**src/rtl/rom_pkg.sv**
```systemverilog
// rom_pkg: shared definitions for the i4001 ROM programmer page/column controller.
//   - mode encoding constants for the 2-bit mode input (3 behaves as run)
//   - load FSM state encoding
//   - default page geometry
package rom_pkg;

    localparam logic [1:0] MODE_INPUT = 2'd0;
    localparam logic [1:0] MODE_RUN   = 2'd1;
    localparam logic [1:0] MODE_DEBUG = 2'd2;

    // StVerifyRd/StVerifyCmp are only reachable when write-verify is built in.
    typedef enum logic [1:0] {
        StIdle,
        StWrite,
        StVerifyRd,
        StVerifyCmp
    } load_state_e;

    localparam int unsigned DEF_DATA_W        = 16;
    localparam int unsigned DEF_COLS_PER_PAGE = 32;
    localparam int unsigned DEF_NUM_PAGES     = 64;
    localparam int unsigned DEF_PAGE_W        = 8;

    // Any non-input mode drives the scan pointer.
    function automatic logic is_scan_mode(input logic [1:0] m);
        return m != MODE_INPUT;
    endfunction

endpackage

```
**src/rtl/page_counter.sv**
```systemverilog
// page_counter: wrapping up/down page register for the debug/run page selection.
// Ports:
//   CLK, RESET  - system clock, synchronous active-high reset
//   en_i        - pulses are honoured only while high
//   up_i/down_i - one-cycle step pulses; both together cancel
//   count_o     - current page
//   changed_o   - high in the cycle whose edge will change the page
module page_counter
#(
    parameter  int unsigned NUM_PAGES = 64,
    localparam int unsigned PG_W      = $clog2(NUM_PAGES)
) (
    input  logic            CLK,
    input  logic            RESET,
    input  logic            en_i,
    input  logic            up_i,
    input  logic            down_i,
    output logic [PG_W-1:0] count_o,
    output logic            changed_o
);

    logic [PG_W-1:0] cnt_q;

    assign changed_o = en_i & (up_i ^ down_i);
    assign count_o   = cnt_q;

    // NUM_PAGES is a power of two, so plain modular arithmetic gives the wrap.
    always_ff @(posedge CLK) begin
        if (RESET) begin
            cnt_q <= '0;
        end else if (changed_o) begin
            cnt_q <= up_i ? cnt_q + PG_W'(1) : cnt_q - PG_W'(1);
        end
    end

endmodule

```
**src/rtl/rom_page_ctrl.sv**
```systemverilog
// rom_page_ctrl: page/column controller for the i4001 ROM programmer.
// Input mode writes loaded words sequentially into the ROM; run/debug modes scan the
// selected page column by column into the dot-matrix path.
// Ports:
//   CLK, RESET            - system clock, synchronous active-high reset
//   mode                  - 0 input, 1 run, 2 debug, 3 as run
//   load_stb/load_ready   - load handshake, din is the word to write
//   page_up/page_down     - page step pulses (scan modes only)
//   rom_addr/we/wdata     - ROM write/read port, rom_rdata valid one cycle after address
//   disp_col/data/valid   - matrix column output
//   page                  - page number for the 7-segment display
//   load_done, err        - sticky: last word written / verify mismatch
// Build option: define ROM_PAGE_CTRL_VERIFY_EN to read back and compare each written word.
module rom_page_ctrl
    import rom_pkg::*;
#(
    parameter  int unsigned DATA_W        = DEF_DATA_W,
    parameter  int unsigned COLS_PER_PAGE = DEF_COLS_PER_PAGE,
    parameter  int unsigned NUM_PAGES     = DEF_NUM_PAGES,
    parameter  int unsigned PAGE_W        = DEF_PAGE_W,
    localparam int unsigned ADDR_W        = $clog2(NUM_PAGES * COLS_PER_PAGE),
    localparam int unsigned COL_W         = $clog2(COLS_PER_PAGE),
    localparam int unsigned PG_W          = $clog2(NUM_PAGES)
) (
    input  logic              CLK,
    input  logic              RESET,
    input  logic [1:0]        mode,
    input  logic              load_stb,
    output logic              load_ready,
    input  logic [DATA_W-1:0] din,
    input  logic              page_up,
    input  logic              page_down,
    output logic [ADDR_W-1:0] rom_addr,
    output logic              rom_we,
    output logic [DATA_W-1:0] rom_wdata,
    input  logic [DATA_W-1:0] rom_rdata,
    output logic [COL_W-1:0]  disp_col,
    output logic [DATA_W-1:0] disp_data,
    output logic              disp_valid,
    output logic [PAGE_W-1:0] page,
    output logic              load_done,
    output logic              err
);

    load_state_e       state_q;
    logic [ADDR_W-1:0] wr_ptr_q;
    logic [DATA_W-1:0] din_q;
    logic              rom_we_q, load_ready_q, load_done_q;
    logic [COL_W-1:0]  scan_col_q, col_dly_q;
    logic [1:0]        mode_q;
    logic              valid_q;
    logic [PG_W-1:0]   dbg_page;
    logic              page_chg, pc_en, scan, mode_chg;
`ifdef ROM_PAGE_CTRL_VERIFY_EN
    logic [ADDR_W-1:0] wr_addr_q;
    logic              err_q;
`endif

    // Behaviour follows the registered mode; a differing input mode marks a change edge.
    assign scan     = is_scan_mode(mode_q);
    assign mode_chg = (mode != mode_q);
    assign pc_en    = scan & ~mode_chg;

    page_counter #(
        .NUM_PAGES (NUM_PAGES)
    ) u_page_counter (
        .CLK       (CLK),
        .RESET     (RESET),
        .en_i      (pc_en),
        .up_i      (page_up),
        .down_i    (page_down),
        .count_o   (dbg_page),
        .changed_o (page_chg)
    );

    // Load FSM with registered handshake/write-enable outputs.
    always_ff @(posedge CLK) begin
        if (RESET) begin
            state_q      <= StIdle;
            wr_ptr_q     <= '0;
            din_q        <= '0;
            rom_we_q     <= 1'b0;
            load_ready_q <= 1'b1;
            load_done_q  <= 1'b0;
`ifdef ROM_PAGE_CTRL_VERIFY_EN
            wr_addr_q    <= '0;
            err_q        <= 1'b0;
`endif
        end else begin
            unique case (state_q)
                StIdle: begin
                    if (!scan && !mode_chg && load_stb) begin
                        din_q        <= din;
                        state_q      <= StWrite;
                        rom_we_q     <= 1'b1;
                        load_ready_q <= 1'b0;
`ifdef ROM_PAGE_CTRL_VERIFY_EN
                        wr_addr_q    <= wr_ptr_q;
`endif
                    end
                end
                StWrite: begin
                    // The write itself always completes; only what follows can be aborted.
                    rom_we_q <= 1'b0;
                    wr_ptr_q <= wr_ptr_q + ADDR_W'(1);
                    if (&wr_ptr_q) begin
                        load_done_q <= 1'b1;
                    end
`ifdef ROM_PAGE_CTRL_VERIFY_EN
                    if (mode_chg) begin
                        state_q      <= StIdle;
                        load_ready_q <= 1'b1;
                    end else begin
                        state_q <= StVerifyRd;
                    end
`else
                    state_q      <= StIdle;
                    load_ready_q <= 1'b1;
`endif
                end
`ifdef ROM_PAGE_CTRL_VERIFY_EN
                StVerifyRd: begin
                    if (mode_chg) begin
                        state_q      <= StIdle;
                        load_ready_q <= 1'b1;
                    end else begin
                        state_q <= StVerifyCmp;
                    end
                end
                StVerifyCmp: begin
                    if (!mode_chg && (rom_rdata != din_q)) begin
                        err_q <= 1'b1;
                    end
                    state_q      <= StIdle;
                    load_ready_q <= 1'b1;
                end
`endif
                default: begin
                    state_q      <= StIdle;
                    rom_we_q     <= 1'b0;
                    load_ready_q <= 1'b1;
                end
            endcase
        end
    end

    // Scan pointer and display-valid tracking.
    always_ff @(posedge CLK) begin
        if (RESET) begin
            mode_q     <= MODE_INPUT;
            scan_col_q <= '0;
            col_dly_q  <= '0;
            valid_q    <= 1'b0;
        end else begin
            mode_q    <= mode;
            col_dly_q <= scan_col_q;
            if (mode_chg || page_chg) begin
                // The word in flight belongs to the old page/mode: hide it for one cycle.
                scan_col_q <= '0;
                valid_q    <= 1'b0;
            end else begin
                valid_q <= 1'b1;
                if (scan) begin
                    scan_col_q <= scan_col_q + COL_W'(1);
                end
            end
        end
    end

    always_comb begin
        rom_addr = wr_ptr_q;
        if (scan) begin
            rom_addr = {dbg_page, scan_col_q};
        end
`ifdef ROM_PAGE_CTRL_VERIFY_EN
        else if (state_q == StVerifyRd) begin
            rom_addr = wr_addr_q;
        end
`endif
    end

    always_comb begin
        disp_col  = '0;
        disp_data = '0;
        if (valid_q) begin
            disp_col  = scan ? col_dly_q : wr_ptr_q[COL_W-1:0];
            disp_data = scan ? rom_rdata : din;
        end
    end

    assign page       = scan ? PAGE_W'(dbg_page) : PAGE_W'(wr_ptr_q[ADDR_W-1:COL_W]);
    assign rom_we     = rom_we_q;
    assign rom_wdata  = din_q;
    assign load_ready = load_ready_q;
    assign load_done  = load_done_q;
    assign disp_valid = valid_q;
`ifdef ROM_PAGE_CTRL_VERIFY_EN
    assign err = err_q;
`else
    assign err = 1'b0;
`endif

endmodule
```
**config.mk**
```make
export PLATFORM = sky130hd
export DESIGN_NAME = rom_page_ctrl
export DESIGN_NICKNAME = d
export VERILOG_FILES = /design/src/rtl/rom_pkg.sv /design/src/rtl/page_counter.sv /design/src/rtl/rom_page_ctrl.sv
export SDC_FILE = /design/constraint.sdc
export NUM_CORES = 1
export LEC_CHECK = 0
export ABC_AREA = 1
export CORE_UTILIZATION = 62
export DETAILED_ROUTE_END_ITERATION = 12
export DONT_BUFFER_PORTS = 1
export GPL_TIMING_DRIVEN = 0
export PLACE_DENSITY = 0.78
export SLEW_MARGIN = 20
export SYNTH_ARGS = -nofsm -noshare
export SYNTH_HDL_FRONTEND = slang
export SYNTH_SLANG_ARGS = --single-unit
```
**constraint.sdc**
```tcl
create_clock -name CLK -period 1.5 [get_ports CLK]
set_input_delay 0.15 -clock CLK [delete_from_list [all_inputs] [get_ports CLK]]
set_output_delay 0.15 -clock CLK [all_outputs]
set_load 0.03 [all_outputs]
```
==> impl_metrics.yaml <==
run_status:
  status: "finished, violations left"
  violations: "setup timing"
finish:
  layout_common_cells: "64 x nand2_1, 50 x nor2_1, 44 x dfxtp_1, 31 x inv_1, 23 x nand3_1"
  drive_gt1_share_pct: 31.4
  final_common_cell: "nand2_1"
  final_core_util_pct: 87.5
  nNetsFinal: 462
  diodes: 0
  final_cells: 467
  final_cell_area_sq_mm: 0.00355
  area_growth_pct: 34.0
  fillCellCount: 202
placed_design:
  dp_cells: 435
  pre_cts_ws_ps: -449
  place_area_sq_mm: 0.00277
  post-dp-hpwl_um: 4400
  gp_congestion: 0.855
  numPortBuffers: 0
sta:
  setup_viol: 51
  hold_ws_ps: 0.926
  fin_crit_sh_pct: 116
  hold_viol: 0
  slew_violations: 0
  fmax_mhz: 577
  worst_slack_ps: -234
  tns_ps: -5760
  tightest_slew_ps: 717
  finClkSkew_ps: 8.50
  rsz0062_at_grt: "yes"
  maxSlewHeadroom_pct: 52.2
  fin_crit_ps: 1730
setup_path:
  critPathArrivalTime_ps: 1580
  rr_endpoint: "rom_wdata[3]$_SDFFE_PP0P_"
  worstSetupPathType: "register to primary output"
  slowest_delay_ps: 380
  crit_chain: "nor2_4 -> buf_6 -> buf_12 -> buf_6 -> o21ai_4 -> buf_6"
  critPathSlowestCell: "dfxtp_4"
  cp-startpoint: "mode_q[1]$_SDFF_PP0_"
  worst_path_most_repeated_cell: "buf_6"
  worstPathRequired_ps: 1350
  end_kind: "primary output"
  r2r_cells: 8
  rrSetupSlack_ps: -50
  path_max_fanout: 7
  crit_path_start_kind: "register"
  reg2reg_from: "state_q[0]$_SDFFE_PP0P_"
detailed_routing:
  dr.pass1.iters: 5
  wirelength_um: 7800
  via_per_inst: 5.69
  ant_nets: 0
  post_drt_wl_per_cell_um: 16.7
  vias: 2656
  drc_errors: 0
  drt-initial-drc-count: 152
logic_synthesis:
  yosysUniqueCellTypes: 31
  ys_seq_area_share_pct: 37.0
  synth_edf_count: 0
  synth_top_cell_area_share_pct: 37.0
  synth_area_leaders: "dfxtp_1 37%, nor2_1 11%, nand2_1 10%, o21ai_0 6.0%, inv_1 4.5%"
  synth_area_sq_mm: 0.00265
  async_flop_share_pct: 0
  syn_area_per_cell_sq_um: 6.92
  ys_ff_latch: 49
  syn_inst: 383
  synth_ff_type: "dfxtp_1"
  yosysWarnings: 0
  synth_area_leader_cell: "dfxtp_1"
clock_network:
  cts_sinks: 49
  root_buffer: "clkbuf_8"
  cts_tree: "yes"
  cts.path.max_buffers: 2
  clk_pin_slew_worst_paths_ps: 100
  htree_levels: 2
  clk_latency_ps: 310
  numCtsBuffers: 5
grt:
  grt_pass1_vias: 2258
  antenna_found_initial: 0
  grt_overflow: 0
  track_usage_pct: 30.2
  grt_max_degree: 16
  grt_pass1_wl_um: 10100
min_path:
  hp-class: "input pin to register"
  min_path_cells: 2
  hold_end: "rom_wdata[14]$_SDFFE_PP0P_"
  hp-start: "din[14]"
pwr:
  p_per_area_mw_per_mm2: 781
  p_leak_nw: 1.35
  ir_drop_mv: 0.578
  finalPower_mw: 2.77
die:
  core_area_sq_mm: 0.00406
  dieWidth_um: 67.4
  start_util_pct: 65.3
  fp.dieH_um: 67.4
  dieArea_sq_mm: 0.00454
  ios: 100
  rows: 23
job:
  drv_cap: 0
logic make-up after synthesis:
logic type / after synthesis / synth area share [%]
buffers and inverters: 58 / 10.6
xor gates and xnor gates: 7 / 2.60
and+or+nand+nor: 196 / 32.4
other: 1 / 0.141
AOI/OAI and AO/OA: 65 / 13.7
adders and majority gates: 7 / 3.59
DFF: 49 / 37.0
report_power, final:
| group | total, mW | switching [mW] | internal, mW |
|---|---|---|---|
| Sequential | 1.39 | 0.0616 | 1.33 |
| Clock | 0.796 | 0.467 | 0.329 |
| Combinational | 0.591 | 0.371 | 0.220 |
| Total | 2.77 | 0.899 | 1.87 |
cell usage after synthesis (2+ instances only):
cell type and instances:
nand4_1 2, ha_1 6, xnor2_1 4, nor2_4 3
nand3_1 23, nand2_2 10, nand2_1 72, buf_1 2
o21ai_0 32, a21oi_1 23, a21oi_2 10, dfxtp_1 49
inv_1 32, nor2_1 77, nor3_1 4, buf_4 11
clkbuf_1 8, xor2_1 2
layer usage:
metal	track usage [%]	routed length, um	vias up
met5	0	0	-
met4	10.4	250	0
met3	7.77	607	27
met2	52.1	4000	133
met1	36.0	2940	1225
li1	-	-	1271
worst max-delay path by stage:
stage	endpoint	slack (ps)	cells after the start
3_5_place_dp	rom_addr[10]	-450	5
5_1_grt	rom_addr[9]	-280	5
2_1_floorplan	rom_addr[5]	-130	5
4_1_cts	rom_addr[8]	-220	5
6_report	rom_addr[6]	-230	6
3_3_place_gp	rom_addr[10]	-420	5
critical path, delay by kind of cell (launching register included):
kind | cells | cell delay [ps]
buffers and inverters | 4 | 530
and+or+nand+nor | 1 | 60
DFF | 1 | 380
AOI/OAI and AO/OA | 1 | 290
registers in the layout, indices dropped and copies added (netlist names):
| register | count |
|---|---|
| col_dly_q | 5 |
| disp_valid | 1 |
| load_done | 1 |
| load_ready | 1 |
| mode_q | 2 |
| rom_wdata | 16 |
| scan_col_q | 5 |
| state_q | 1 |
| u_page_counter.count_o | 6 |
| wr_ptr_q | 11 |
timing repair:
item                       4_1_cts  5_1_grt
hold endpoints to repair         8        0
gates resized for setup         87       43
hold buffers                     8        0
pin swaps                       13       13
cloned                           0        1
setup buffers                    6       10
setup endpoints to repair       56       53
area by class of cell:
type / count / area, sq um / area share (%)
clock inverter: 2 / 15.0 / 0.423
timing repair buffer: 24 / 229 / 6.45
inverter: 34 / 130 / 3.66
multi-input combinational: 278 / 1800 / 50.8
clock buffer: 6 / 72.6 / 2.04
tap: 50 / 62.6 / 1.76
buffer: 24 / 241 / 6.80
sequential: 49 / 997 / 28.1
Note: power is estimated with default switching activity, not from simulation.
